<file path="src/rtl/cvxif_copro_issue_unit.sv">
// CV-X-IF coprocessor: decodes custom-0 ALU ops, parks speculative operands per ID
// until commit/kill, and returns results in commit order through a FWFT result FIFO.
module cvxif_copro_issue_unit #(
    parameter int XLEN     = 64,
    parameter int IdWidth  = 3,
    parameter int ResDepth = 4
) (
    input  logic               clk_i,
    input  logic               rst_ni,
    input  logic               issue_valid_i,
    output logic               issue_ready_o,
    input  logic [31:0]        issue_instr_i,
    input  logic [IdWidth-1:0] issue_id_i,
    input  logic [XLEN-1:0]    issue_rs1_i,
    input  logic [XLEN-1:0]    issue_rs2_i,
    output logic               issue_accept_o,
    output logic               issue_writeback_o,
    input  logic               commit_valid_i,
    input  logic [IdWidth-1:0] commit_id_i,
    input  logic               commit_kill_i,
    output logic               result_valid_o,
    input  logic               result_ready_i,
    output logic [IdWidth-1:0] result_id_o,
    output logic [4:0]         result_rd_o,
    output logic [XLEN-1:0]    result_data_o,
    output logic               busy_o
);
    localparam int NumSlots = 2 ** IdWidth;
    localparam int PtrW     = $clog2(ResDepth);
    localparam int ShW      = $clog2(XLEN);
    localparam int WbCntW   = IdWidth + 1;
    localparam int FifoCntW = PtrW + 1;
    localparam int SumW     = ((WbCntW > FifoCntW) ? WbCntW : FifoCntW) + 1;

    function automatic logic [XLEN-1:0] alu(input logic [2:0] op, input logic [XLEN-1:0] a,
                                            input logic [XLEN-1:0] b);
        logic [XLEN-1:0] r;
        case (op)
            3'd0:    r = a + b;
            3'd1:    r = a - b;
            3'd2:    r = a ^ b;
            3'd3:    r = a & b;
            3'd4:    r = a << b[ShW-1:0];
            default: r = '0;
        endcase
        return r;
    endfunction

    // Pending table
    logic [NumSlots-1:0] pend_valid_reg;
    logic [NumSlots-1:0] pend_wb_reg;
    logic [2:0]          pend_op_reg  [NumSlots];
    logic [4:0]          pend_rd_reg  [NumSlots];
    logic [XLEN-1:0]     pend_rs1_reg [NumSlots];
    logic [XLEN-1:0]     pend_rs2_reg [NumSlots];
    logic [WbCntW-1:0]   wb_pending_reg, wb_pending_next;

    // Result FIFO
    logic [IdWidth-1:0]  fifo_id_reg   [ResDepth];
    logic [4:0]          fifo_rd_reg   [ResDepth];
    logic [XLEN-1:0]     fifo_data_reg [ResDepth];
    logic [PtrW-1:0]     wr_ptr_reg, rd_ptr_reg;
    logic [FifoCntW-1:0] fifo_count_reg, fifo_count_next;

    logic [2:0]  dec_funct3;
    logic        dec_legal;
    logic        issue_fire, bypass, store, commit_hit, push, pop;
    logic        wb_inc, wb_dec;
    logic [SumW-1:0] credit_used;
    logic [2:0]      exec_op;
    logic [XLEN-1:0] exec_a, exec_b;
    logic [4:0]      push_rd;
    logic [NumSlots-1:0] slot_set, slot_clr;

    assign dec_funct3        = issue_instr_i[14:12];
    assign dec_legal         = (issue_instr_i[6:0] == 7'b0001011) && (issue_instr_i[31:25] == 7'd0)
                               && ((dec_funct3 <= 3'd4) || (dec_funct3 == 3'd7));
    assign issue_accept_o    = dec_legal;
    assign issue_writeback_o = dec_legal && (dec_funct3 != 3'd7);

    // Outstanding writebacks plus buffered results never exceed the FIFO depth.
    assign credit_used   = SumW'(wb_pending_reg) + SumW'(fifo_count_reg);
    assign issue_ready_o = !pend_valid_reg[issue_id_i] && (credit_used < SumW'(ResDepth));

    assign issue_fire = issue_valid_i && issue_ready_o && dec_legal;
    assign bypass     = issue_fire && commit_valid_i && (commit_id_i == issue_id_i);
    assign store      = issue_fire && !bypass;
    assign commit_hit = commit_valid_i && pend_valid_reg[commit_id_i];
    assign push       = (commit_hit && !commit_kill_i && pend_wb_reg[commit_id_i])
                        || (bypass && !commit_kill_i && issue_writeback_o);
    assign pop        = result_valid_o && result_ready_i;
    assign wb_inc     = store && issue_writeback_o;
    assign wb_dec     = commit_hit && pend_wb_reg[commit_id_i];

    assign exec_op = bypass ? dec_funct3          : pend_op_reg[commit_id_i];
    assign exec_a  = bypass ? issue_rs1_i         : pend_rs1_reg[commit_id_i];
    assign exec_b  = bypass ? issue_rs2_i         : pend_rs2_reg[commit_id_i];
    assign push_rd = bypass ? issue_instr_i[11:7] : pend_rd_reg[commit_id_i];

    genvar gi;
    generate
        for (gi = 0; gi < NumSlots; gi++) begin : g_slot
            assign slot_set[gi] = store && (issue_id_i == IdWidth'(gi));
            assign slot_clr[gi] = commit_hit && (commit_id_i == IdWidth'(gi));
        end
    endgenerate

    always_comb begin
        wb_pending_next = wb_pending_reg;
        if (wb_inc && !wb_dec)
            wb_pending_next = wb_pending_reg + WbCntW'(1);
        else if (wb_dec && !wb_inc)
            wb_pending_next = wb_pending_reg - WbCntW'(1);
    end

    always_comb begin
        fifo_count_next = fifo_count_reg;
        if (push && !pop)
            fifo_count_next = fifo_count_reg + FifoCntW'(1);
        else if (pop && !push)
            fifo_count_next = fifo_count_reg - FifoCntW'(1);
    end

    always_ff @(posedge clk_i) begin
        if (!rst_ni) begin
            pend_valid_reg <= '0;
            pend_wb_reg    <= '0;
            wb_pending_reg <= '0;
            fifo_count_reg <= '0;
            wr_ptr_reg     <= '0;
            rd_ptr_reg     <= '0;
        end else begin
            // A slot is never set and cleared in one cycle: set needs it empty, clear needs it full.
            pend_valid_reg <= (pend_valid_reg | slot_set) & ~slot_clr;
            if (store)
                pend_wb_reg[issue_id_i] <= issue_writeback_o;
            wb_pending_reg <= wb_pending_next;
            fifo_count_reg <= fifo_count_next;
            if (push)
                wr_ptr_reg <= wr_ptr_reg + PtrW'(1);
            if (pop)
                rd_ptr_reg <= rd_ptr_reg + PtrW'(1);
        end
    end

    always_ff @(posedge clk_i) begin
        if (store) begin
            pend_op_reg[issue_id_i]  <= dec_funct3;
            pend_rd_reg[issue_id_i]  <= issue_instr_i[11:7];
            pend_rs1_reg[issue_id_i] <= issue_rs1_i;
            pend_rs2_reg[issue_id_i] <= issue_rs2_i;
        end
        if (push) begin
            fifo_id_reg[wr_ptr_reg]   <= commit_id_i;
            fifo_rd_reg[wr_ptr_reg]   <= push_rd;
            fifo_data_reg[wr_ptr_reg] <= alu(exec_op, exec_a, exec_b);
        end
    end

    assign result_valid_o = (fifo_count_reg != '0);
    assign result_id_o    = fifo_id_reg[rd_ptr_reg];
    assign result_rd_o    = fifo_rd_reg[rd_ptr_reg];
    assign result_data_o  = fifo_data_reg[rd_ptr_reg];
    assign busy_o         = (|pend_valid_reg) || (fifo_count_reg != '0);

endmodule
</file>
<file path="config.mk">
export PLATFORM = sky130hd
export DESIGN_NAME = cvxif_copro_issue_unit
export DESIGN_NICKNAME = d
export VERILOG_FILES = /design/src/rtl/cvxif_copro_issue_unit.sv
export SDC_FILE = /design/constraint.sdc
export NUM_CORES = 2
export LEC_CHECK = 0
export ABC_AREA = 1
export CORE_MARGIN = 2
export CORE_UTILIZATION = 57
export CTS_BUF_LIST = sky130_fd_sc_hd__clkbuf_2 sky130_fd_sc_hd__clkbuf_4 sky130_fd_sc_hd__clkbuf_8
export DETAILED_ROUTE_END_ITERATION = 6
export GPL_TIMING_DRIVEN = 1
export HOLD_SLACK_MARGIN = 0.12
export PLACE_DENSITY_LB_ADDON = 0.1
export SLEW_MARGIN = 20
export SYNTH_ARGS = -nofsm -noshare
export SYNTH_HDL_FRONTEND = slang
export SYNTH_SLANG_ARGS = --single-unit
</file>
<file path="constraint.sdc">
create_clock -name clk_i -period 13.6 [get_ports clk_i]
set_input_delay 2.04 -clock clk_i [delete_from_list [all_inputs] [get_ports clk_i]]
set_output_delay 2.04 -clock clk_i [all_outputs]
set_load 0.02 [all_outputs]
</file>
==> summary.md <==
* **run status** finished, final reports clean
* **part of the total power dissipated in sequential elements** 0.472
* **leading area contributor after synthesis** edfxtp_1
* **number of input and output port buffers inserted** 238
* **initial antenna violation count** 19
* **number of rows created at floorplan** 125
* **Detailed Routing Iterations Pass 1** 6
* **number of max-slew violations in the final report** 0
* **Starting Density** 0.5767
* **Internal** 7.184 mW
* **Post-synth top cells** nand2_1 (2050), edfxtp_1 (1376), nand3_1 (540)
* **overall die height** 347.4 um
* **deepest clock path buffer count** 3
* **WL final** 210.0 mm
* **total of fill cells in the finished design** 9324
* **Overall Power** 10.25 mW
* **logic depth of the worst register-to-register path** 30
* **highest net fanout along the worst path** 49
* **Finished Layout Cells** 8503
* **reported leakage power** 28.09 nW
* **via count of the first global-routing pass** 48.23k
* **final weighted congestion in routability-driven placement** 1.001
* **highest achievable clock rate** 0.09838 GHz
* **post-detail-place hpwl** 132.0 mm
* **share of the clock period used by the worst path** 0.7474
* **share of the synthesized area in the top cell type** 0.6149
* **post-synthesis cell count** 6626
* **most repeated cell in the gate-level netlist after synthesis** nand2_1
* **switching power as a share of total power** 0.2988
* **Startpoint Class** input port
* **share of the yosys chip area belonging to registers** 0.6235
* **power density normalized to cell area** 136.7 mW/mm2
* **Worst setup EP type** flop
* **total setup buffers inserted after CTS** 0
* **synth unique cells** 57
* **number of vias after detailed routing** 51.94k
* **summed instance area of the synthesized netlist** 0.06720 mm2
* **clock tree from TritonCTS** done
* **clock tree skew after final layout** 67.40 ps
* **clk_lat worst skew** 940 ps
* **wire length of the first global-routing pass** 307.2 mm
* **area growth from synthesis to layout** 11.56%
* **final worst-path setup slack** 3435 ps
* **GRT overflow** 0
* **Max stage delay on crit path** 840 ps
* **power share of the clock group** 0.329
* **number of nets with antenna violations after routing** 0
* **NetSw** 3.062 mW
* **share of the core filled with cells** 0.6434
* **minimum period implied by the final worst setup slack** 10160 ps
* **overall fraction of global-route tracks in use** 0.3434
* **combinational share of power** 0.198
* **Max rail drop VDD** 101.8 uV
* **proportion of layout cells with a drive suffix above 1** 0.07275
* **worst relative slew slack** 0.2047
* **clock tree root buffer cell** clkbuf_8
* **count of flip-flops with a built-in enable after synthesis** 1376
* **clock transition time at the flip-flop clock pins of the worst setup and hold paths** 60 ps
* **Die Wd** 347.4 um
* **Hold Path Class** flop to flop
* **cells resized by post-CTS repair** 0
* **final-report setup violation count** 0
* **flip-flop cell with the highest count after synthesis** edfxtp_1
* **average via count per standard cell** 6.109
* **H-tree depth** 4
* **core area** 0.1165 mm2
* **worst slew pin tran** 1180 ps
* **WL/cell** 24.70 um
* **starting DRC count in detailed routing** 6435
* **number of primary I/O pins** 249
* **Inst Count DP** 8128
* **number of nets in the layout** 7131
* **Mean Syn Cell Area** 10.14 um2
* **CP arrival** 10770 ps
* **Die Footprint** 0.1207 mm2
* **MaxCap Viol Count** 0
* **setup repair after global routing missed its margin** no
* **maximum number of pins on one net before global-route repair** 124
* **top area cells in the synthesized netlist** edfxtp_1 (61%), nand2_1 (11%), nand3_1 (4.0%), ha_1 (2.6%), o21ai_0 (2.5%)
* **number of hold violations in the final report** 0
* **DRC violations left** 0
* **number of storage elements in the synthesis netlist** 1405
* **Syn Nets** 6939
* **Sum Neg Setup Slack** 0 ps
* **TritonCTS Sinks** 1405
* **fraction of synthesis flops using an asynchronous set or reset pin** 0
* **pre-CTS worst setup slack** 3149 ps
* **most numerous cell on the critical path** nand2_1
* **Crit-path slowest cell** a221oi_1
* **cell depth of the worst min-delay path** 1
* **required time reported for the critical path endpoint** 14210 ps
* **number of buffers created by CTS** 212
* **Crit Path Class** input port to flop
* **# hold bufs at CTS** 0
* **Yosys warning total** 0
==> critical path: cells and delay by family <==
kind | cells | cell delay, ps
compound gates | 4 | 1730
simple gates | 18 | 3910
buf+inv | 6 | 2330
fa+ha+maj | 1 | 400
xor+xnor | 1 | 160
==> kinds of logic (layout without fill, tap and decap cells) <==
family                     count (synthesis)  count (layout)  synth area share
adders and majority gates                141             141           0.02659
AOI/OAI and AO/OA                        985             985           0.08733
muxes                                     17              17          0.002532
xor gates and xnor gates                  59              59          0.007690
DFF                                     1405            1405            0.6235
and+or+nand+nor                         3360            3360            0.2116
other                                      0              10                 0
buffers and inverters                    659            1002           0.04074
==> metal layers <==
layer	GRT usage	wire (um)
met3	0.06866	21030
met2	0.5189	93590
met5	0	131
met1	0.4920	87730
met4	0.1350	7561
==> final timing paths <==
| kind | start | to | slack (ps) |
|---|---|---|---|
| min | pend_wb_reg[1]$_SDFFE_PN0P_ | pend_wb_reg[1]$_SDFFE_PN0P_ | 470 |
| max reg2reg | wb_pending_reg[1]$_SDFFE_PN0P_ | fifo_data_reg[2][34]$_DFFE_PP_ | 4970 |
| max | issue_id_i[2] | fifo_data_reg[2][34]$_DFFE_PP_ | 3440 |
| min reg2reg | pend_wb_reg[1]$_SDFFE_PN0P_ | pend_wb_reg[1]$_SDFFE_PN0P_ | 470 |
==> area by class of cell <==
| class | instances | area [um2] | share of cell area |
|---|---|---|---|
| antenna | 10 | 25.02 | 0.0003338 |
| multi-input combinational | 4562 | 22680 | 0.3025 |
| inverter | 318 | 1205 | 0.01607 |
| timing repair buffer | 319 | 3144 | 0.04194 |
| clock buffer | 295 | 3578 | 0.04773 |
| sequential | 1405 | 41910 | 0.5590 |
| clock inverter | 70 | 523.0 | 0.006976 |
| tap | 1524 | 1907 | 0.02544 |
==> through the flow <==
stage	hold WS [ps]	cell area (um2)
after floorplan	436.2	67200
after global placement	451.6	70840
after detailed placement	458.9	70840
after CTS	475.4	74940
after global routing	497.3	74950
final	474.5	74970
==> power by group through the flow <==
stage               registers, mW  clock network (mW)  logic, mW
finish                       4.84                3.37       2.03
CTS                          4.84                3.42       1.98
floorplan                    4.91                   0       1.20
global route                 4.84                3.61       2.18
detailed placement           4.93                   0       1.97
global placement             4.93                   0       1.95
==> layout by cell type (no fill, tap or decap), drive strengths merged, types with 9 or more instances in the layout <==
cell type,count
clkbuf,295
diode,10
clkinv,59
a21oi,239
nand3,543
a22o,49
inv,325
nand4,240
o21ai,360
o22ai,79
nor4,10
mux2i,17
nor2,448
clkdlybuf4s50,235
or2,9
a21boi,9
nand2,2057
o2111ai,10
a41oi,11
edfxtp,1376
dfxtp,29
ha,138
a31oi,64
a221oi,10
a22oi,104
and2,17
xor2,57
a21o,20
buf,84
nor3,23
nand3b,9
Power figures use the tool's default switching activity.
